[config.mk]
export PLATFORM = sky130hd
export DESIGN_NAME = miriscv_rf_wb_arb_flat
export DESIGN_NICKNAME = d
export VERILOG_FILES = /design/src/rtl/miriscv_pkg.sv /design/src/rtl/miriscv_rf_wb_arb_if.sv /design/src/rtl/miriscv_wb_scoreboard.sv /design/src/rtl/miriscv_rf_wb_arb.sv /design/src/flat_wrapper.sv
export SDC_FILE = /design/constraint.sdc
export NUM_CORES = 1
export LEC_CHECK = 0
export CAP_MARGIN = 20
export CORE_MARGIN = 2
export CORE_UTILIZATION = 25
export DETAILED_ROUTE_END_ITERATION = 16
export PLACE_DENSITY_LB_ADDON = 0.2
export SYNTH_ARGS = -nofsm -noshare
export SYNTH_HDL_FRONTEND = slang
export SYNTH_SLANG_ARGS = --single-unit
[constraint.sdc]
create_clock -name clk_i -period 3.79 [get_ports clk_i]
set_clock_uncertainty 0.2 [all_clocks]
set_input_delay 0.758 -clock clk_i [delete_from_list [all_inputs] [get_ports clk_i]]
set_output_delay 0.758 -clock clk_i [all_outputs]
set_load 0.01 [all_outputs]
[src/rtl/miriscv_pkg.sv]
// Shared definitions for the register-file writeback path: default widths and
// arbiter state encoding.
package miriscv_pkg;

  localparam int unsigned DefAddrW = 5;
  localparam int unsigned DefDataW = 32;

  // Arbiter states, kept as plain constants for compatibility with older blocks.
  localparam logic [1:0] StIdle  = 2'd0;
  localparam logic [1:0] StPend  = 2'd1;
  localparam logic [1:0] StForce = 2'd2;

endpackage

[src/rtl/miriscv_rf_wb_arb_if.sv]
// Writeback arbiter bus: two writeback sources, scoreboard control, hazard
// queries and the register-file write port.
interface miriscv_rf_wb_arb_if
  import miriscv_pkg::*;
#(
  parameter int unsigned ADDR_W = DefAddrW,
  parameter int unsigned DATA_W = DefDataW
);

  logic              a_we_i;
  logic [ADDR_W-1:0] a_addr_i;
  logic [DATA_W-1:0] a_wd_i;

  logic              b_valid_i;
  logic              b_ready_o;
  logic [ADDR_W-1:0] b_addr_i;
  logic [DATA_W-1:0] b_wd_i;

  logic              sb_set_i;
  logic [ADDR_W-1:0] sb_rd_i;
  logic [ADDR_W-1:0] rs1_i;
  logic [ADDR_W-1:0] rs2_i;
  logic              busy1_o;
  logic              busy2_o;

  logic              stall_o;
  logic              a_lost_o;

  logic              rf_we_o;
  logic [ADDR_W-1:0] rf_addr_o;
  logic [DATA_W-1:0] rf_wd_o;

  // Arbiter side.
  modport slave (
    input  a_we_i, a_addr_i, a_wd_i,
    input  b_valid_i, b_addr_i, b_wd_i,
    input  sb_set_i, sb_rd_i, rs1_i, rs2_i,
    output b_ready_o, busy1_o, busy2_o, stall_o, a_lost_o,
    output rf_we_o, rf_addr_o, rf_wd_o
  );

  // Pipeline / register-file side.
  modport master (
    output a_we_i, a_addr_i, a_wd_i,
    output b_valid_i, b_addr_i, b_wd_i,
    output sb_set_i, sb_rd_i, rs1_i, rs2_i,
    input  b_ready_o, busy1_o, busy2_o, stall_o, a_lost_o,
    input  rf_we_o, rf_addr_o, rf_wd_o
  );

endinterface

[src/rtl/miriscv_wb_scoreboard.sv]
// Busy vector of registers with an outstanding port-B write. Set beats clear
// on the same bit; x0 is never busy.
module miriscv_wb_scoreboard
  import miriscv_pkg::*;
#(
  parameter int unsigned ADDR_W = DefAddrW
) (
  input  logic              clk_i,
  input  logic              reset_n,
  input  logic              set_i,
  input  logic [ADDR_W-1:0] set_addr_i,
  input  logic              clr_i,
  input  logic [ADDR_W-1:0] clr_addr_i,
  input  logic [ADDR_W-1:0] rs1_i,
  input  logic [ADDR_W-1:0] rs2_i,
  output logic              busy1_o,
  output logic              busy2_o
);

  localparam int unsigned NumRegs = 1 << ADDR_W;

  logic [NumRegs-1:0] busy_q, busy_d;

  always_comb begin
    busy_d = busy_q;
    if (clr_i) begin
      busy_d[clr_addr_i] = 1'b0;
    end
    if (set_i) begin
      busy_d[set_addr_i] = 1'b1;
    end
    busy_d[0] = 1'b0;
  end

  always_ff @(posedge clk_i or negedge reset_n) begin
    if (!reset_n) begin
      busy_q <= '0;
    end else begin
      busy_q <= busy_d;
    end
  end

  assign busy1_o = busy_q[rs1_i];
  assign busy2_o = busy_q[rs2_i];

endmodule

[src/rtl/miriscv_rf_wb_arb.sv]
// Single-write-port register file arbiter: port A (in-order pipe) normally wins,
// port B results wait in a one-entry buffer with starvation-forced drain.
module miriscv_rf_wb_arb
  import miriscv_pkg::*;
#(
  parameter int unsigned ADDR_W     = DefAddrW,
  parameter int unsigned DATA_W     = DefDataW,
  parameter int unsigned STARVE_MAX = 4   // legal range 1..15
) (
  input logic                clk_i,
  input logic                reset_n,
  miriscv_rf_wb_arb_if.slave wb
);

  localparam logic [3:0] StarveLast = 4'(STARVE_MAX - 1);

  logic [1:0]        state_q, state_d;
  logic [3:0]        cnt_q, cnt_d;
  logic [ADDR_W-1:0] buf_addr_q;
  logic [DATA_W-1:0] buf_wd_q;

  logic b_ready;
  logic accept;
  logic buf_full;
  logic a_wr;
  logic younger;
  logic a_sel;
  logic drain;

  // Buffer occupancy is implied by state: PEND and FORCE both hold an entry.
  assign b_ready  = (state_q == StIdle);
  assign buf_full = !b_ready;
  assign accept   = wb.b_valid_i && b_ready;

  assign a_wr    = wb.a_we_i && (wb.a_addr_i != '0);
  // A younger A write to the buffered register makes the buffered value dead.
  assign younger = buf_full && a_wr && (wb.a_addr_i == buf_addr_q);
  assign a_sel   = a_wr && ((state_q != StForce) || younger);
  assign drain   = buf_full && !a_sel;

  always_comb begin
    state_d = state_q;
    cnt_d   = cnt_q;
    unique case (state_q)
      StIdle: begin
        if (accept) begin
          state_d = StPend;
          cnt_d   = '0;
        end
      end
      StPend: begin
        if (younger || drain) begin
          state_d = StIdle;
        end else if (cnt_q == StarveLast) begin
          state_d = StForce;
        end else begin
          cnt_d = cnt_q + 4'd1;
        end
      end
      StForce: begin
        state_d = StIdle;
      end
      default: begin
        state_d = StIdle;
      end
    endcase
  end

  always_ff @(posedge clk_i or negedge reset_n) begin
    if (!reset_n) begin
      state_q    <= StIdle;
      cnt_q      <= '0;
      buf_addr_q <= '0;
      buf_wd_q   <= '0;
    end else begin
      state_q <= state_d;
      cnt_q   <= cnt_d;
      if (accept) begin
        buf_addr_q <= wb.b_addr_i;
        buf_wd_q   <= wb.b_wd_i;
      end
    end
  end

  always_comb begin
    wb.rf_we_o   = 1'b0;
    wb.rf_addr_o = '0;
    wb.rf_wd_o   = '0;
    if (a_sel) begin
      wb.rf_we_o   = 1'b1;
      wb.rf_addr_o = wb.a_addr_i;
      wb.rf_wd_o   = wb.a_wd_i;
    end else if (buf_full) begin
      // A buffered x0 result still drains, it just never reaches the file.
      wb.rf_we_o   = (buf_addr_q != '0);
      wb.rf_addr_o = buf_addr_q;
      wb.rf_wd_o   = buf_wd_q;
    end
  end

  assign wb.b_ready_o = b_ready;
  assign wb.stall_o   = (state_q == StForce);
  assign wb.a_lost_o  = (state_q == StForce) && wb.a_we_i && !younger;

  miriscv_wb_scoreboard #(
    .ADDR_W(ADDR_W)
  ) u_scoreboard (
    .clk_i     (clk_i),
    .reset_n   (reset_n),
    .set_i     (wb.sb_set_i),
    .set_addr_i(wb.sb_rd_i),
    .clr_i     (drain || younger),
    .clr_addr_i(buf_addr_q),
    .rs1_i     (wb.rs1_i),
    .rs2_i     (wb.rs2_i),
    .busy1_o   (wb.busy1_o),
    .busy2_o   (wb.busy2_o)
  );

endmodule

[src/flat_wrapper.sv]
// flat-port wrapper written by rule: the top's interface ports become plain ports
module miriscv_rf_wb_arb_flat import miriscv_pkg::*;
#(
  parameter int unsigned ADDR_W     = DefAddrW,
  parameter int unsigned DATA_W     = DefDataW,
  parameter int unsigned STARVE_MAX = 4                       
)
  (clk_i, reset_n, wb_a_we_i, wb_a_addr_i, wb_a_wd_i, wb_b_valid_i, wb_b_addr_i, wb_b_wd_i, wb_sb_set_i, wb_sb_rd_i, wb_rs1_i, wb_rs2_i, wb_b_ready_o, wb_busy1_o, wb_busy2_o, wb_stall_o, wb_a_lost_o, wb_rf_we_o, wb_rf_addr_o, wb_rf_wd_o);
  miriscv_rf_wb_arb_if #(.ADDR_W(ADDR_W), .DATA_W(DATA_W)) wb_i ();
  input logic clk_i;
  input logic reset_n;
  input wire logic [$bits(wb_i.a_we_i)-1:0] wb_a_we_i;
  input wire logic [$bits(wb_i.a_addr_i)-1:0] wb_a_addr_i;
  input wire logic [$bits(wb_i.a_wd_i)-1:0] wb_a_wd_i;
  input wire logic [$bits(wb_i.b_valid_i)-1:0] wb_b_valid_i;
  input wire logic [$bits(wb_i.b_addr_i)-1:0] wb_b_addr_i;
  input wire logic [$bits(wb_i.b_wd_i)-1:0] wb_b_wd_i;
  input wire logic [$bits(wb_i.sb_set_i)-1:0] wb_sb_set_i;
  input wire logic [$bits(wb_i.sb_rd_i)-1:0] wb_sb_rd_i;
  input wire logic [$bits(wb_i.rs1_i)-1:0] wb_rs1_i;
  input wire logic [$bits(wb_i.rs2_i)-1:0] wb_rs2_i;
  output wire logic [$bits(wb_i.b_ready_o)-1:0] wb_b_ready_o;
  output wire logic [$bits(wb_i.busy1_o)-1:0] wb_busy1_o;
  output wire logic [$bits(wb_i.busy2_o)-1:0] wb_busy2_o;
  output wire logic [$bits(wb_i.stall_o)-1:0] wb_stall_o;
  output wire logic [$bits(wb_i.a_lost_o)-1:0] wb_a_lost_o;
  output wire logic [$bits(wb_i.rf_we_o)-1:0] wb_rf_we_o;
  output wire logic [$bits(wb_i.rf_addr_o)-1:0] wb_rf_addr_o;
  output wire logic [$bits(wb_i.rf_wd_o)-1:0] wb_rf_wd_o;
  assign wb_i.a_we_i = wb_a_we_i;
  assign wb_i.a_addr_i = wb_a_addr_i;
  assign wb_i.a_wd_i = wb_a_wd_i;
  assign wb_i.b_valid_i = wb_b_valid_i;
  assign wb_i.b_addr_i = wb_b_addr_i;
  assign wb_i.b_wd_i = wb_b_wd_i;
  assign wb_i.sb_set_i = wb_sb_set_i;
  assign wb_i.sb_rd_i = wb_sb_rd_i;
  assign wb_i.rs1_i = wb_rs1_i;
  assign wb_i.rs2_i = wb_rs2_i;
  assign wb_b_ready_o = wb_i.b_ready_o;
  assign wb_busy1_o = wb_i.busy1_o;
  assign wb_busy2_o = wb_i.busy2_o;
  assign wb_stall_o = wb_i.stall_o;
  assign wb_a_lost_o = wb_i.a_lost_o;
  assign wb_rf_we_o = wb_i.rf_we_o;
  assign wb_rf_addr_o = wb_i.rf_addr_o;
  assign wb_rf_wd_o = wb_i.rf_wd_o;
  miriscv_rf_wb_arb #(.ADDR_W(ADDR_W), .DATA_W(DATA_W), .STARVE_MAX(STARVE_MAX)) u_core (.clk_i(clk_i), .reset_n(reset_n), .wb(wb_i));
endmodule
==> qor.csv <==
metric,value,unit
Synth async-reset ratio,1.000,
Synth top area share,0.4235,
Placed Cells,830,
Seq cells post-synth,74,
Power Internal,2.538,mW
Pwr Density,649.4,nW/µm²
GRT overflow,0,
Max Slew Vio Count,0,
Critical Path RT,2.83,ns
layout cell share with drive strength beyond 1,0.1685,
final-report setup violation count,0,
DRT iter0 DRCs,245,
Final Hold Violating Endpoints,0,
critical path endpoint category,output port,
Synth area leaders,"dfrtp_1 (42%), nand2_1 (13%), mux2_2 (9.8%)",
Clock Latency Late Sink,0.34,ns
arrival time at the worst endpoint,2.70,ns
minimum clock period,3.657,ns
Post-CTS Hold Fix Bufs,0,
sequential group share of total power,0.366,
CTS tree,yes,
Clock Power Share,0.191,
CP bufs+invs,3,
Mapped Cells,477,
slowest cell on the critical path,clkdlybuf4s50_1,
initial antenna violation count,0,
Crit Path Class,primary input to output port,
Routed WL,14050,µm
Post-synth top flop,dfrtp_1,
Fmax,273.4,MHz
worst slew pin tran,0.9913,ns
starting density of the core,0.2546,
Startpoint Class,primary input,
area delta synth->final,46.27,%
Psw,1.615,mW
most common cell in the synthesized netlist,nand2_1,
GPL Wtd Cong,0.7799,
commonest cells in the synthesized netlist,"nand2_1 (151), dfrtp_1 (74), mux2_2 (38)",
Crit path max-delay family,buffers and inverters,
Tcrit/Tclk final,0.9650,
"Seq/Total Area, Yosys",0.4235,
area post-placement,6086,µm²
largest net degree at the start of global routing,75,
post-route cell area,6396,µm²
Clock Sinks,74,
Max IR drop VDD,0.2812,mV
CP cell instances,clkdlybuf4s50_1 > buf_12 > mux4_2 > mux2_2 > a21oi_1 > o21ai_0 > dlygate4sd2_1,
switching share of power,0.3889,
Inserted Clock Buffers,9,
Die Span Y,136.3,µm
Mapped Nets,572,
vias in the first global route,4278,
drt wl/cell,16.56,µm
# DRC,0,
tightest hold margin,0.3041,ns
die area,18570,µm²
worst-path fanout max,10,
Worst slew margin,0.3391,
Core Area,17180,µm²
"Cell Area, Synth",4373,µm²
DIE WIDTH,136.3,µm
Ys Warns,0,
status,finished clean,
diode count,0,
clock slew at reported path FFs,0.06,ns
RSZ-0062 raised after global routing,no,
global-route wire length before repair,23030,µm
flop2flop setup slack,1.29,ns
cell leakage power,2.760,nW
Hold Crit Class,flop to flop,
Layout Cells excl Fill,848,
Clock Path Buffers,2,
CTS root buf,clkbuf_16,
Placement Rows,48,
crit-path max cell delay,0.51,ns
drt via density,4.851,
"area leader, netlist",dfrtp_1,
Fillers,1757,
Port Buf Inserts,136,
DRT antenna net count,0,
Gate power share,0.444,
post-layout util,0.3724,
H-tree depth,3,
synthesized area per cell,9.168,µm²
nets,714,
Final HPWL DP,10180,µm
Unique masters post-synth,45,
DR vias,4114,
Top Ports,137,
Max-Cap Viols,0,
Tot GR Track Use,0.1615,
"EDFF count, synth",0,
drt pass-1 iters,4,
total power,4.153,mW
[timing repair]
item,in CTS,in global routing
gates cloned,1,0
pin swaps,1,3
gates resized for setup,45,5
endpoints found under the setup margin,40,35
buffers inserted,2,0
[layout by cell type (no fill, tap or decap), drive strengths merged, types with 6 or more instances in the layout]
cell type,synthesis,final
nand3,7,7
mux2,38,38
nor3b,7,7
nor2,10,10
and3,6,6
dlygate4sd2,0,40
buf,19,29
mux4,12,12
o31ai,31,31
clkbuf,14,10
clkdlybuf4s50,0,94
mux2i,7,7
nand2,151,151
o21ai,44,44
dfrtp,74,74
[worst paths after layout]
kind                                startpoint                             end  cells past startpoint
min reg2reg                u_core.buf_wd_q[12]             u_core.buf_wd_q[12]                      1
max                                wb_rs2_i[1]                      wb_busy2_o                      7
min                        u_core.buf_wd_q[12]             u_core.buf_wd_q[12]                      1
min in group asynchronous              reset_n  u_core.u_scoreboard.busy_q[10]                      1
max reg2reg                  u_core.state_q[0]                 u_core.cnt_q[1]                      7
max in group asynchronous              reset_n             u_core.buf_wd_q[23]                      1
[cells by family after synthesis]
| family | synth area share |
|---|---|
| AOI/OAI and AO/OA | 0.1365 |
| xor gates and xnor gates | 0.01001 |
| adders and majority gates | 0.002861 |
| buffers and inverters | 0.04120 |
| DFF | 0.4235 |
| muxes | 0.1757 |
| and+or+nand+nor | 0.2103 |
[routing by layer]
metal	routed length (µm)	global-route usage	part of all wire	vias up
met2	6205	0.2446	0.44	151
met1	6360	0.2149	0.45	1972
met5	0	0	0	-
li1	-	-	-	1975
met3	1244	0.05145	0.089	16
met4	234	0.06134	0.017	0
[flip-flops by register name, indices dropped and copies added, names as in the netlist]
register,cells
u_core.buf_addr_q,5
u_core.state_q,2
u_core.cnt_q,4
u_core.buf_wd_q,32
u_core.u_scoreboard.busy_q,31
[power groups by stage]
stage	combinational, mW	clock [mW]	sequential [mW]
global placement	1.90	0	1.51
CTS	1.85	0.819	1.52
floorplan	1.27	0	1.37
global route	2.05	0.843	1.57
detailed placement	1.92	0	1.52
finish	1.84	0.792	1.52
[final cells by class]
class / count / area, µm² / area share
repair buffers: 164 / 1599 / 0.2500
inverters: 5 / 18.77 / 0.002934
clock inverters: 5 / 31.28 / 0.004890
flip-flops and latches: 74 / 1852 / 0.2895
clock buffers: 10 / 239.0 / 0.03736
well taps: 225 / 281.5 / 0.04401
multi-input cells: 365 / 2375 / 0.3713
[worst reg2reg max path, stage by stage, from the launching register on]
cell and delay (ns):
dfrtp_1 0.46, or2_2 0.35, buf_4 0.27, a32o_1 0.28, a31oi_2 0.13, buf_4 0.37
o21a_1 0.23, o22ai_1 0.09
[per-stage QoR]
stage               setup slack [ns]  TNS [ns]
global route               0.0009326         0
CTS                         0.004250         0
finish                        0.1325         0
detailed placement           -0.1908    -6.355
global placement             -0.2042    -6.702
floorplan                     0.7885         0
Note: power is estimated with default switching activity, not from simulation.
